`src/rtl/sdr_agc_pkg.sv`:
```
// sdr_agc_pkg: shared AGC state encoding, magnitude width and saturating absolute value
package sdr_agc_pkg;
  typedef enum logic [1:0] {IDLE, MEASURE, DECIDE, SETTLE} state_e;
  localparam int MAG_W = 11;
  function automatic int sat_abs(input int v, input int w);
    int lim;
    lim = (1 << (w - 1)) - 1;
    return (v < 0) ? ((-v > lim) ? lim : -v) : v;
  endfunction
endpackage

```
`src/rtl/cic_gain_agc_mag_est.sv`:
```
// mag_est: registered max(|i|,|q|) with the most-negative code saturated, one-cycle latency
module mag_est
  import sdr_agc_pkg::*;
#(
  parameter int DATA_W = 12
) (
  input  logic                     clk,
  input  logic                     rst_n,
  input  logic signed [DATA_W-1:0] i_i,
  input  logic signed [DATA_W-1:0] q_i,
  output logic [DATA_W-2:0]        mag_o
);
  logic [DATA_W-2:0] mag_q, mag_d;
  int ai, aq;
  // larger of the two saturated magnitudes
  always_comb begin
    ai = sat_abs(int'(i_i), DATA_W);
    aq = sat_abs(int'(q_i), DATA_W);
    mag_d = (DATA_W-1)'((ai > aq) ? ai : aq);
  end
  // one register stage so the magnitude lines up with the registered strobe
  always_ff @(posedge clk or negedge rst_n)
    if (!rst_n) mag_q <= '0;
    else mag_q <= mag_d;
  assign mag_o = mag_q;
endmodule

```
`src/rtl/cic_gain_agc.sv`:
```
// cic_gain_agc: peak-window AGC stepping the CIC gain with hysteresis; overload input enabled by CIC_GAIN_AGC_OVL_EN
module cic_gain_agc
  import sdr_agc_pkg::*;
#(
  parameter int DATA_W     = 12,
  parameter int GAIN_W     = 8,
  parameter int WIN_LOG2   = 10,
  parameter int SETTLE_SMP = 64,
  parameter int GAIN_MIN   = 0,
  parameter int GAIN_MAX   = 7,
  parameter int GAIN_INIT  = 3,
  parameter int HI_THR     = 1536,
  parameter int LO_THR     = 384
) (
  input  logic                     clk,
  input  logic                     rst_n,
  input  logic                     enable,
  input  logic [GAIN_W-1:0]        manual_gain,
  input  logic                     smp_clk,
  input  logic signed [DATA_W-1:0] i_in,
  input  logic signed [DATA_W-1:0] q_in,
  input  logic                     adc_or,
  output logic [GAIN_W-1:0]        gain,
  output logic                     gain_upd,
  output logic [DATA_W-2:0]        peak,
  output logic [7:0]               ovl_cnt
);
  localparam int MW = DATA_W - 1;
  localparam int SC_W = $clog2(SETTLE_SMP + 1);
  localparam logic [GAIN_W-1:0] G_MIN = GAIN_W'(GAIN_MIN);
  localparam logic [GAIN_W-1:0] G_MAX = GAIN_W'(GAIN_MAX);
  localparam logic [MW-1:0] HI = MW'(HI_THR);
  localparam logic [MW-1:0] LO = MW'(LO_THR);
  localparam logic [SC_W-1:0] SET_LAST = SC_W'(SETTLE_SMP - 1);

  state_e state_q, state_d;
  logic smp_q, smp_prev_q, ev;
  logic [MW-1:0] mag, win_peak_q, win_peak_d, peak_q, peak_d;
  logic [GAIN_W-1:0] gain_q, gain_d;
  logic upd_q, upd_d;
  logic [WIN_LOG2-1:0] win_cnt_q, win_cnt_d;
  logic [SC_W-1:0] set_cnt_q, set_cnt_d;
  logic ovl_w, dn, up, chg;
`ifdef CIC_GAIN_AGC_OVL_EN
  logic ovl_q, ovl_d;
  logic [7:0] ovl_cnt_q, ovl_cnt_d;
  assign ovl_w = ovl_q;
  assign ovl_cnt = ovl_cnt_q;
`else
  logic unused_adc_or;
  assign unused_adc_or = adc_or;
  assign ovl_w = 1'b0;
  assign ovl_cnt = 8'd0;
`endif

  mag_est #(.DATA_W(DATA_W)) u_mag (
    .clk  (clk),
    .rst_n(rst_n),
    .i_i  (i_in),
    .q_i  (q_in),
    .mag_o(mag)
  );

  assign ev = smp_q & ~smp_prev_q;
  assign dn = ((win_peak_q >= HI) || ovl_w) && (gain_q > G_MIN);
  assign up = !dn && (win_peak_q < LO) && (gain_q < G_MAX);
  assign chg = dn | up;

  // state, strobe edge detector and datapath registers
  always_ff @(posedge clk or negedge rst_n)
    if (!rst_n) begin
      state_q    <= IDLE;
      smp_q      <= 1'b0;
      smp_prev_q <= 1'b0;
      gain_q     <= GAIN_W'(GAIN_INIT);
      upd_q      <= 1'b0;
      peak_q     <= '0;
      win_peak_q <= '0;
      win_cnt_q  <= '0;
      set_cnt_q  <= '0;
`ifdef CIC_GAIN_AGC_OVL_EN
      ovl_q      <= 1'b0;
      ovl_cnt_q  <= '0;
`endif
    end else begin
      state_q    <= state_d;
      smp_q      <= smp_clk;
      smp_prev_q <= smp_q;
      gain_q     <= gain_d;
      upd_q      <= upd_d;
      peak_q     <= peak_d;
      win_peak_q <= win_peak_d;
      win_cnt_q  <= win_cnt_d;
      set_cnt_q  <= set_cnt_d;
`ifdef CIC_GAIN_AGC_OVL_EN
      ovl_q      <= ovl_d;
      ovl_cnt_q  <= ovl_cnt_d;
`endif
    end

  // next-state: dropping enable overrides everything and returns to manual control
  always_comb begin
    state_d = state_q;
    if (!enable) state_d = IDLE;
    else
      unique case (state_q)
        IDLE:    state_d = MEASURE;
        MEASURE: state_d = (ev && &win_cnt_q) ? DECIDE : MEASURE;
        DECIDE:  state_d = chg ? SETTLE : MEASURE;
        SETTLE:  state_d = (ev && set_cnt_q == SET_LAST) ? MEASURE : SETTLE;
        default: state_d = IDLE;
      endcase
  end

  // datapath: window peak, counters, gain stepping and overload bookkeeping
  always_comb begin
    gain_d     = gain_q;
    upd_d      = 1'b0;
    peak_d     = peak_q;
    win_peak_d = win_peak_q;
    win_cnt_d  = win_cnt_q;
    set_cnt_d  = set_cnt_q;
`ifdef CIC_GAIN_AGC_OVL_EN
    ovl_d      = ovl_q;
    ovl_cnt_d  = ovl_cnt_q;
`endif
    if (!enable || state_q == IDLE) begin
      gain_d     = manual_gain;
      win_peak_d = '0;
      win_cnt_d  = '0;
      set_cnt_d  = '0;
`ifdef CIC_GAIN_AGC_OVL_EN
      ovl_d      = 1'b0;
`endif
    end else if (state_q == MEASURE) begin
      win_peak_d = (ev && mag > win_peak_q) ? mag : win_peak_q;
      win_cnt_d  = ev ? win_cnt_q + 1'b1 : win_cnt_q;
`ifdef CIC_GAIN_AGC_OVL_EN
      ovl_d      = ovl_q | adc_or;
`endif
    end else if (state_q == DECIDE) begin
      peak_d     = win_peak_q;
      gain_d     = dn ? gain_q - 1'b1 : up ? gain_q + 1'b1 : gain_q;
      upd_d      = chg;
      win_peak_d = (ev && !chg) ? mag : '0;
      win_cnt_d  = (ev && !chg) ? WIN_LOG2'(1) : '0;
      set_cnt_d  = (ev && chg) ? SC_W'(1) : '0;
`ifdef CIC_GAIN_AGC_OVL_EN
      ovl_d      = 1'b0;
      ovl_cnt_d  = (ovl_q && ovl_cnt_q != 8'hFF) ? ovl_cnt_q + 1'b1 : ovl_cnt_q;
`endif
    end else if (state_q == SETTLE && ev)
      set_cnt_d = (set_cnt_q == SET_LAST) ? '0 : set_cnt_q + 1'b1;
  end

  assign gain = gain_q;
  assign gain_upd = upd_q;
  assign peak = peak_q;
endmodule

```
`config.mk`:
```
export PLATFORM = sky130hd
export DESIGN_NAME = cic_gain_agc
export DESIGN_NICKNAME = d
export VERILOG_FILES = /design/src/rtl/sdr_agc_pkg.sv /design/src/rtl/cic_gain_agc_mag_est.sv /design/src/rtl/cic_gain_agc.sv
export SDC_FILE = /design/constraint.sdc
export NUM_CORES = 1
export LEC_CHECK = 0
export CAP_MARGIN = 10
export CORE_AREA = 2 2 104 106
export CTS_CLUSTER_DIAMETER = 80
export DETAILED_ROUTE_END_ITERATION = 10
export DIE_AREA = 0 0 106 108
export GPL_TIMING_DRIVEN = 1
export MAX_ROUTING_LAYER = met4
export PLACE_DENSITY = 0.68
export SLEW_MARGIN = 20
export SYNTH_ARGS = -nofsm -noshare
export SYNTH_HDL_FRONTEND = slang
export SYNTH_SLANG_ARGS = --single-unit
```
`constraint.sdc`:
```
create_clock -name clk -period 2.9 [get_ports clk]
set_input_delay 0.58 -clock clk [delete_from_list [all_inputs] [get_ports clk]]
set_output_delay 0.58 -clock clk [all_outputs]
set_load 0.005 [all_outputs]
```
**Word-level counts from Yosys, hierarchy flattened**

Index checks and enable logic that the tools add are counted.

- Register bits after elaboration: 63
- Word-level logic and storage cells: 96
- Output and inout port bits: 28

- Equality and inequality tests: 7
- Reductions and logical operators: 24
- Multiplexer cells: 34
- $lt $le $gt $ge: 10
- Bitwise operators: 5
- Add/sub/neg operators: 6

Operators with widths:

| kind | count |
|---|---|
| $mux W32 | 4 |
| $mux W11 | 6 |
| $gt A32 B12 Y1 const B | 2 |
| $neg A12 Y32 | 2 |
| $mux W10 | 4 |
| $mux W8 | 5 |
| $mux W7 | 5 |
| $gt A32 B32 Y1 | 1 |
| $lt A12 B1 Y1 const B | 2 |
| $ge A11 B11 Y1 const B | 1 |
| $gt A11 B11 Y1 | 1 |
| $lt A11 B9 Y1 const B | 1 |
| $add A10 B1 Y10 const B | 1 |
| $reduce_and A10 Y1 | 1 |
| $logic_and A1 B1 Y1 | 9 |
| $reduce_bool A3 Y1 | 3 |
| $add A8 B1 Y8 const B | 1 |
| $gt A8 B1 Y1 const B | 1 |
| $lt A8 B3 Y1 const B | 1 |
| $mux W2 | 4 |
| $pmux W2 S4 | 1 |
| $sub A8 B1 Y8 const B | 1 |
| $add A7 B1 Y7 const B | 1 |
| $eq A7 B6 Y1 const B | 1 |
| other kinds (15) | 27 |

**Logic depth before layout (Yosys ltp)**

Gate-level depths: netlist of run 1.

- Word-level depth: 12
- Mapped depth: 22
- Mapped depth without buffers: 21

**Cells and area by module**

A second synthesis of run 1 with hierarchy kept.

- Cells, all modules: 588
- Area total of the unflattened synthesis: 5134.9 µm²

Modules (own cells, without submodules):

| module | cells each | area an instance (µm²) | instances |
|---|---|---|---|
| cic_gain_agc | 315 | 3014.1 | 1 |
| mag_est | 273 | 2120.8 | 1 |

**Worst setup path after synthesis of run 1**

No wires, ideal clock.

- Kind: input -> register
- Start point: input port i_in[3]
- End point: register u_mag.mag_q[1], in the netlist u_mag.mag_o[1]
- Data arrival time: 4.767 ns
- Library setup time: 0.125 ns
- Setup slack: -1.992 ns
- Stages: 21
- Data required time: 2.775 ns
- Path through: nor3_2 -> nand2_1 -> or3_1 -> or3_1 -> nand2b_1 -> ha_1 -> nor4bb_1 -> a41o_1 -> nand2_1 -> o21ai_0 -> o21a_1 -> inv_1 -> ha_1 -> nand4_1 -> or2_0 -> a211o_1 -> o211ai_1 -> a21oi_2 -> a211oi_2 -> buf_6 -> mux2_4

- Cells in the longest elaborated chain, start to end: 6
- Elaborated cells on any way between the ends: 7
- Those cells by class: add/sub: 1; order compare: 3; mux: 3

Ends and longest elaborated chain:

| item | RTL line | source |
|---|---|---|
| from (decl) | cic_gain_agc.sv:20 | `input logic signed [DATA_W-1:0] i_in,` |
| $neg A12 Y32 | sdr_agc_pkg.sv:8 | `return (v < 0) ? ((-v > lim) ? lim : -v) : v;` |
| $gt A32 B12 Y1 | sdr_agc_pkg.sv:8 |  |
| $mux W32 | sdr_agc_pkg.sv:8 |  |
| $mux W32 * | sdr_agc_pkg.sv:8 |  |
| $gt A32 B32 Y1 | cic_gain_agc_mag_est.sv:19 | `mag_d = (DATA_W-1)'((ai > aq) ? ai : aq);` |
| $mux W11 * | cic_gain_agc_mag_est.sv:19 |  |
| via u_mag.mag_d[1] | cic_gain_agc_mag_est.sv:13 | `logic [DATA_W-2:0] mag_q, mag_d;` |
| to (signal assigned) | cic_gain_agc_mag_est.sv:24 | `else mag_q <= mag_d;` |
| to (decl) | cic_gain_agc_mag_est.sv:13 |  |

The timed path passes the listed nets; every way through them passes the cells marked *.
A chain may end at the register's enable or synchronous reset.

**Worst setup path after layout of run 1**

- Start point: input port i_in[9]
- End point: register u_mag.mag_q[10], in the netlist u_mag.mag_o[10]

The elaborated chain is that of the path after synthesis.

==> flow_metrics.env, run 1 <==
export IMPL_outcome="finished with violations"
export IMPL_synth_area_top_cells="dfrtp_1, ha_1, nand2_1"
export IMPL_root_buffer="clkbuf_8"
export IMPL_synth_area_leader_cell="dfrtp_1"
export IMPL_cts_num_sinks=63
export IMPL_stdcell_count=932
export IMPL_ys_ff_latch=63
export IMPL_synth_simple_area_share=0.2237
export IMPL_synthCells=585
export IMPL_diodes=0
export IMPL_p_per_area_nw_per_um2=358.7
export IMPL_synthAdderAreaFrac=0.1561
export IMPL_htree_levels=3
export IMPL_setup_ws_ns=-1.791
export IMPL_ios=65
export IMPL_path_cells="dlygate4sd2_1, or3_4, or3_4, nand2b_4, ha_4, nor4bb_4, a41oi_2, o21a_1, nor2_1, a31o_2, inv_2, ha_4, nand4_1, or2_1, a211o_1, o211ai_1, a21oi_2, a211oi_2, clkbuf_16, mux2_4"
export IMPL_core_rowCount=37
export IMPL_synthArstFlopShare=1.000
export IMPL_min_period_over_period=1.618
export IMPL_cts_buffer_depth=2
export IMPL_utilization=0.7000
export IMPL_clkTransAtPathRegs_ns=0.07
export IMPL_crit_path_start_kind="primary input"
export IMPL_die_area_um2=11450
export IMPL_finalSetupViolations=11
export IMPL_cts_buffers=9
export IMPL_grt_ovfl_total=0
export IMPL_dr_pass1_iters=4
export IMPL_clock_skew_ns=0.006620
export IMPL_arrival_ns=4.92
export IMPL_r2r_start="gain[1]$_DFFE_PN1P_"
export IMPL_drt_wl_total_um=13310
export IMPL_die_width_um=106
export IMPL_nFillCells=824
export IMPL_tightest_slew_ns=0.5091
export IMPL_synthXorXnorAreaFrac=0.02444
export IMPL_failed_checks="negative setup slack"
export IMPL_setup_tns_ns=-19.34
export IMPL_dp_hpwl_um=10440
export IMPL_synth_avg_cell_area_um2=8.574
export IMPL_rsz0062_at_grt="true"
export IMPL_drt_iter0_markers=171
export IMPL_synth_compound_area_share=0.1756
export IMPL_slowest_delay_ns=0.43
export IMPL_synth_mux_area_frac=0.05338
export IMPL_synth_warnings=0
export IMPL_fmax_mhz=213.2
export IMPL_total_power_uw=2569
export IMPL_drtAntennaViolNets=0
export IMPL_required_ns=3.13
export IMPL_hold_path_class="primary input to async pin"
export IMPL_grt_pass1_wl_um=22430
export IMPL_place_port_buffers=55
export IMPL_antenna_found_initial=0
export IMPL_gp_routability_congestion=0.9198
export IMPL_synth_ff_type="dfrtp_1"
export IMPL_die_h_um=108
export IMPL_ys_seq_area_frac=0.3148
export IMPL_viasPerCell=5.320
export IMPL_dp_cells=889
export IMPL_initial_core_util=0.4903
export IMPL_synth_most_common_cell="nand2_1"
export IMPL_synth_common_cells="nand2_1, dfrtp_1, ha_1"
export IMPL_grtUsageTotal=0.2490
export IMPL_core_area_um2=10230
export IMPL_ir_drop_mv=0.2646
export IMPL_clk_latency_ns=0.34
export IMPL_cp_max_fo=7
export IMPL_cts_tree="done"
export IMPL_crit_type="primary input to flop"
export IMPL_synth_top_area_share=0.3043
export IMPL_timing_final_max_slew_violations=0
export IMPL_end_kind="flop"
export IMPL_fin_nets=890
export IMPL_p_leak_uw=0.003396
export IMPL_crit_slowest_cell="or3_4"
export IMPL_wl_per_cell_um=14.28
export IMPL_drive_gt1_frac=0.2877
export IMPL_area_delta_synth_final_pct=42.78
export IMPL_grt_max_degree=27
export IMPL_max_slew_margin=0.6598
export IMPL_crit_start="i_in[9]"
export IMPL_drc=0
export IMPL_period_minus_slack_ns=4.691
export IMPL_synth_edff_count=0
export IMPL_dr_total_vias=4958
export IMPL_synthesis_area_um2=5016
export IMPL_synth_top_family_by_area="simple AND/OR/NAND/NOR gates"
export IMPL_grt_pass1_vias=5069
export IMPL_max_cap_violations=0
export IMPL_report_final_hold_viol_count=0
export IMPL_synth_cell_types=66
## final timing paths
path	endpoint	slack, ns	cells after the start
max in group asynchronous	peak[4]$_DFFE_PN0P_	2.14	2
min	gain[2]$_DFFE_PN0P_	0.12	1
max	u_mag.mag_o[10]$_DFF_PN0_	-1.79	20
min reg2reg	smp_prev_q$_DFF_PN0_	0.43	0
min in group clk	smp_prev_q$_DFF_PN0_	0.43	0
max reg2reg	gain[7]$_DFFE_PN0P_	0.16	10
## cell usage in the layout (no fill, tap or decap), drive strengths merged, types with 20 or more instances in the layout
cell	count
buf	146
a21oi	30
ha	61
o21ai	48
dfrtp	61
conb	26
nor2	59
inv	34
clkdlybuf4s50	38
mux2i	20
nand2	66
## kinds of logic after synthesis
logic type	count (synthesis)
compound gates	136
xor+xnor	14
fa+ha+maj	62
buf+inv	56
flops	63
mux	25
other cells	2
simple gates	227
## sequential cells by signal (all words and copies together) (netlist names)
register,flops
peak,11
u_mag.mag_o,11
win_peak_q,11
win_cnt_q,10
gain,8
set_cnt_q,7
state_q,2
gain_upd,1
smp_prev_q,1
smp_q,1
## layer usage
metal	wire (um)	global-route usage	vias up
li1	-	-	2483
met1	5588	0.2785	2354
met2	7125	0.4700	98
met3	353	0.02170	23
met4	246	0.07989	0
met5	0	-	-
## critical path: cells and delay by family
family	cells	cell delay, ns
compound gates	7	1.31
fa+ha+maj	2	0.42
simple gates	7	1.79
mux	1	0.29
buf+inv	3	0.53
## report_power, final
part | leakage, uW | internal [uW] | switching (uW)
logic | 0.00248 | 431 | 387
clock network | 0.0000947 | 422 | 352
registers | 0.000816 | 934 | 41.2
## stage by stage
step	cell area [um2]	worst slack [ns]	hold slack (ns)
floorplan	5141	-1.927	0.2844
global placement	6578	-2.544	0.3934
detailed placement	6578	-2.656	0.3844
CTS	7074	-1.640	0.1182
global route	7162	-1.948	0.1320
finish	7162	-1.791	0.1234
## cell type report
class | instances | area, um2 | share of cell area
multi-input cells | 490 | 3492 | 0.4876
repair buffers | 193 | 1585 | 0.2213
flip-flops and latches | 63 | 1579 | 0.2205
well taps | 136 | 170.2 | 0.02376
clock buffers | 10 | 137.6 | 0.01922
inverters | 34 | 127.6 | 0.01782
clock inverters | 6 | 70.07 | 0.009783
## repair_timing
item / CTS / global route
resized for setup: 83 / 11
setup buffers: 24 / 3
pin swaps: 25 / 12
hold buffers: 0 / 0
setup endpoints to repair: 11 / 11
No activity file was read; power rests on OpenSTA's default activity.
==> run 2, diff against run 1 <==
- DONT_BUFFER_PORTS: default -> 1
- PLACE_DENSITY: 0.68 -> 0.6
==> run 2 against run 1 <==
  * The flow still finishes with violations (negative setup slack)
  * Critical path depth is 2 higher
  * Routed wire length down 10%
  * Count of clock-buffer cells in the layout grew 3
  * Via count down 9.5%
  * Sequential power is essentially flat
  * Non-clock buffer count is 105 lower
  * Flip-flop and latch count is the same
  * Global-route usage is 2.3 points lower
  * Die area did not move
  * Register-to-register slack better by 0.02 ns
  * First-iteration DRC count up 23%
  * Largest cell class unchanged
==> flow_metrics.env, run 2 (synthesis results as in run 1) <==
export IMPL_outcome="finished with violations"
export IMPL_failed_checks="negative setup slack"
export IMPL_antenna_found_initial=0
export IMPL_dp_cells=805
export IMPL_tightest_slew_ns=0.6508
export IMPL_end_kind="flop"
export IMPL_clk_latency_ns=0.33
export IMPL_nFillCells=925
export IMPL_rsz0062_at_grt="true"
export IMPL_crit_slowest_cell="or3_4"
export IMPL_htree_levels=3
export IMPL_period_minus_slack_ns=4.571
export IMPL_crit_path_start_kind="primary input"
export IMPL_drt_iter0_markers=211
export IMPL_drc=0
export IMPL_max_cap_violations=0
export IMPL_whs_ns=0.08837
export IMPL_drt_wl_total_um=11940
export IMPL_p_leak_uw=0.002939
export IMPL_ios=65
export IMPL_dr_pass1_iters=5
export IMPL_gp_routability_congestion=0.9020
export IMPL_area_delta_synth_final_pct=23.05
export IMPL_grtUsageTotal=0.2259
export IMPL_path_cells="nor3_4, nand2_1, or3_4, or3_4, nand2b_4, ha_4, nor2b_1, a41o_1, nand2_2, o21ai_2, o21a_1, inv_2, ha_4, buf_4, a211oi_2, o21bai_1, a2111oi_2, o211ai_1, a21oi_2, a211oi_2, buf_4, mux2_4"
export IMPL_cts_tree="done"
export IMPL_drive_gt1_frac=0.2185
export IMPL_grt_pass1_wl_um=20430
export IMPL_stdcell_count=827
export IMPL_cp_max_fo=6
export IMPL_path_buf_inv=3
export IMPL_min_period_over_period=1.576
export IMPL_place_port_buffers=0
export IMPL_die_width_um=106
export IMPL_crit_type="primary input to flop"
export IMPL_mostFrequentLayoutCells="buf_4, nand2_1, dfrtp_1"
export IMPL_clock_skew_ns=0.008218
export IMPL_dr_total_vias=4488
export IMPL_finalSetupViolations=11
export IMPL_core_area_um2=10230
export IMPL_setup_ws_ns=-1.671
export IMPL_path_delay_family="compound AO/OA/AOI/OAI gates"
export IMPL_p_per_area_nw_per_um2=385.7
export IMPL_die_area_um2=11450
export IMPL_max_slew_margin=0.5661
export IMPL_diodes=0
export IMPL_root_buffer="clkbuf_8"
export IMPL_cts_buffer_depth=2
export IMPL_arrival_ns=4.78
export IMPL_grt_ovfl_total=0
export IMPL_slowest_delay_ns=0.40
export IMPL_required_ns=3.11
export IMPL_viasPerCell=5.427
export IMPL_setup_tns_ns=-17.82
export IMPL_report_final_hold_viol_count=0
export IMPL_ir_drop_mv=0.2142
export IMPL_timing_final_max_slew_violations=0
export IMPL_hold_path_class="primary input to async pin"
export IMPL_initial_core_util=0.4903
export IMPL_total_power_uw=2381
export IMPL_wl_per_cell_um=14.43
export IMPL_cts_num_sinks=63
export IMPL_final_common_cell="buf_4"
export IMPL_clkTransAtPathRegs_ns=0.07
export IMPL_dp_hpwl_um=9550
export IMPL_cts_buffers=9
export IMPL_grt_pass1_vias=4539
export IMPL_drtAntennaViolNets=0
export IMPL_final_area_um2=6172
export IMPL_core_rowCount=37
export IMPL_grt_max_degree=62
export IMPL_fmax_mhz=218.8
export IMPL_place_area_um2=5802
export IMPL_fin_nets=785
export IMPL_die_h_um=108
[run 2: cell count changes in the layout (fill, tap and decap cells not counted), moves of 3 or more]
cell,before,now
dlygate4sd2_1,6,0
ha_4,6,3
buf_2,7,0
ha_1,54,58
clkdlybuf4s50_1,38,0
buf_4,134,83
inv_2,6,1
clkbuf_1,0,3
inv_1,28,33
[run 2: per-stage QoR]
step | setup slack, ns | utilization
2_1_floorplan | -1.927 | -
3_3_place_gp | -1.952 | 0.5671
3_5_place_dp | -2.026 | 0.5671
4_1_cts | -1.518 | 0.5966
5_1_grt | -1.924 | 0.6033
6_report | -1.671 | 0.6033
[run 2: area by class of cell]
| cell class | count | area [um2] | area share |
|---|---|---|---|
| clock buffers | 13 | 148.9 | 0.02412 |
| clock inverters | 3 | 42.54 | 0.006892 |
| inverters | 34 | 127.6 | 0.02068 |
| multi-input cells | 490 | 3408 | 0.5522 |
| flip-flops and latches | 63 | 1579 | 0.2558 |
| well taps | 136 | 170.2 | 0.02757 |
| repair buffers | 88 | 695.7 | 0.1127 |
[run 2: worst reg2reg max path, delay by kind of cell (launching register included)]
kind	cells	cell delay (ns)
AO/OA/AOI/OAI	4	0.85
XOR/XNOR	1	0.14
flip-flops	1	0.44
buffers and inverters	1	0.22
AND/OR/NAND/NOR	3	0.68
adder cells (fa/ha/maj)	1	0.32
[run 2: report_power, final]
group | switching, uW | internal (uW)
sequential | 40.9 | 935
combinational | 332 | 339
clock | 314 | 420
[run 2: routing by layer]
| metal | track usage | wire length [um] | vias up |
|---|---|---|---|
| li1 | - | - | 2262 |
| met1 | 0.2716 | 5409 | 2130 |
| met2 | 0.3940 | 5950 | 78 |
| met3 | 0.03134 | 403 | 18 |
| met4 | 0.07331 | 175 | 0 |
| met5 | - | 0 | - |
[run 2: path summary, 6_finish.rpt]
check                                    start                        end  slack [ns]  cells after the start
min                                      rst_n        gain[0]$_DFFE_PN1P_        0.09                      0
min reg2reg                    smp_q$_DFF_PN0_       smp_prev_q$_DFF_PN0_        0.43                      0
max reg2reg                gain[3]$_DFFE_PN0P_        gain[7]$_DFFE_PN0P_        0.18                     10
max in group asynchronous                rst_n   u_mag.mag_o[0]$_DFF_PN0_        2.53                      1
min in group clk                       smp_clk            smp_q$_DFF_PN0_        0.28                      0
max                                    i_in[2]  u_mag.mag_o[10]$_DFF_PN0_       -1.67                     22
[run 2: repair_timing]
item,in CTS,in global routing
endpoints found under the setup margin,11,12
pin swaps,11,6
setup buffers,3,2
hold buffers,1,0
gates cloned,0,0
gates resized for setup,15,9
endpoints found under the hold margin,61,0
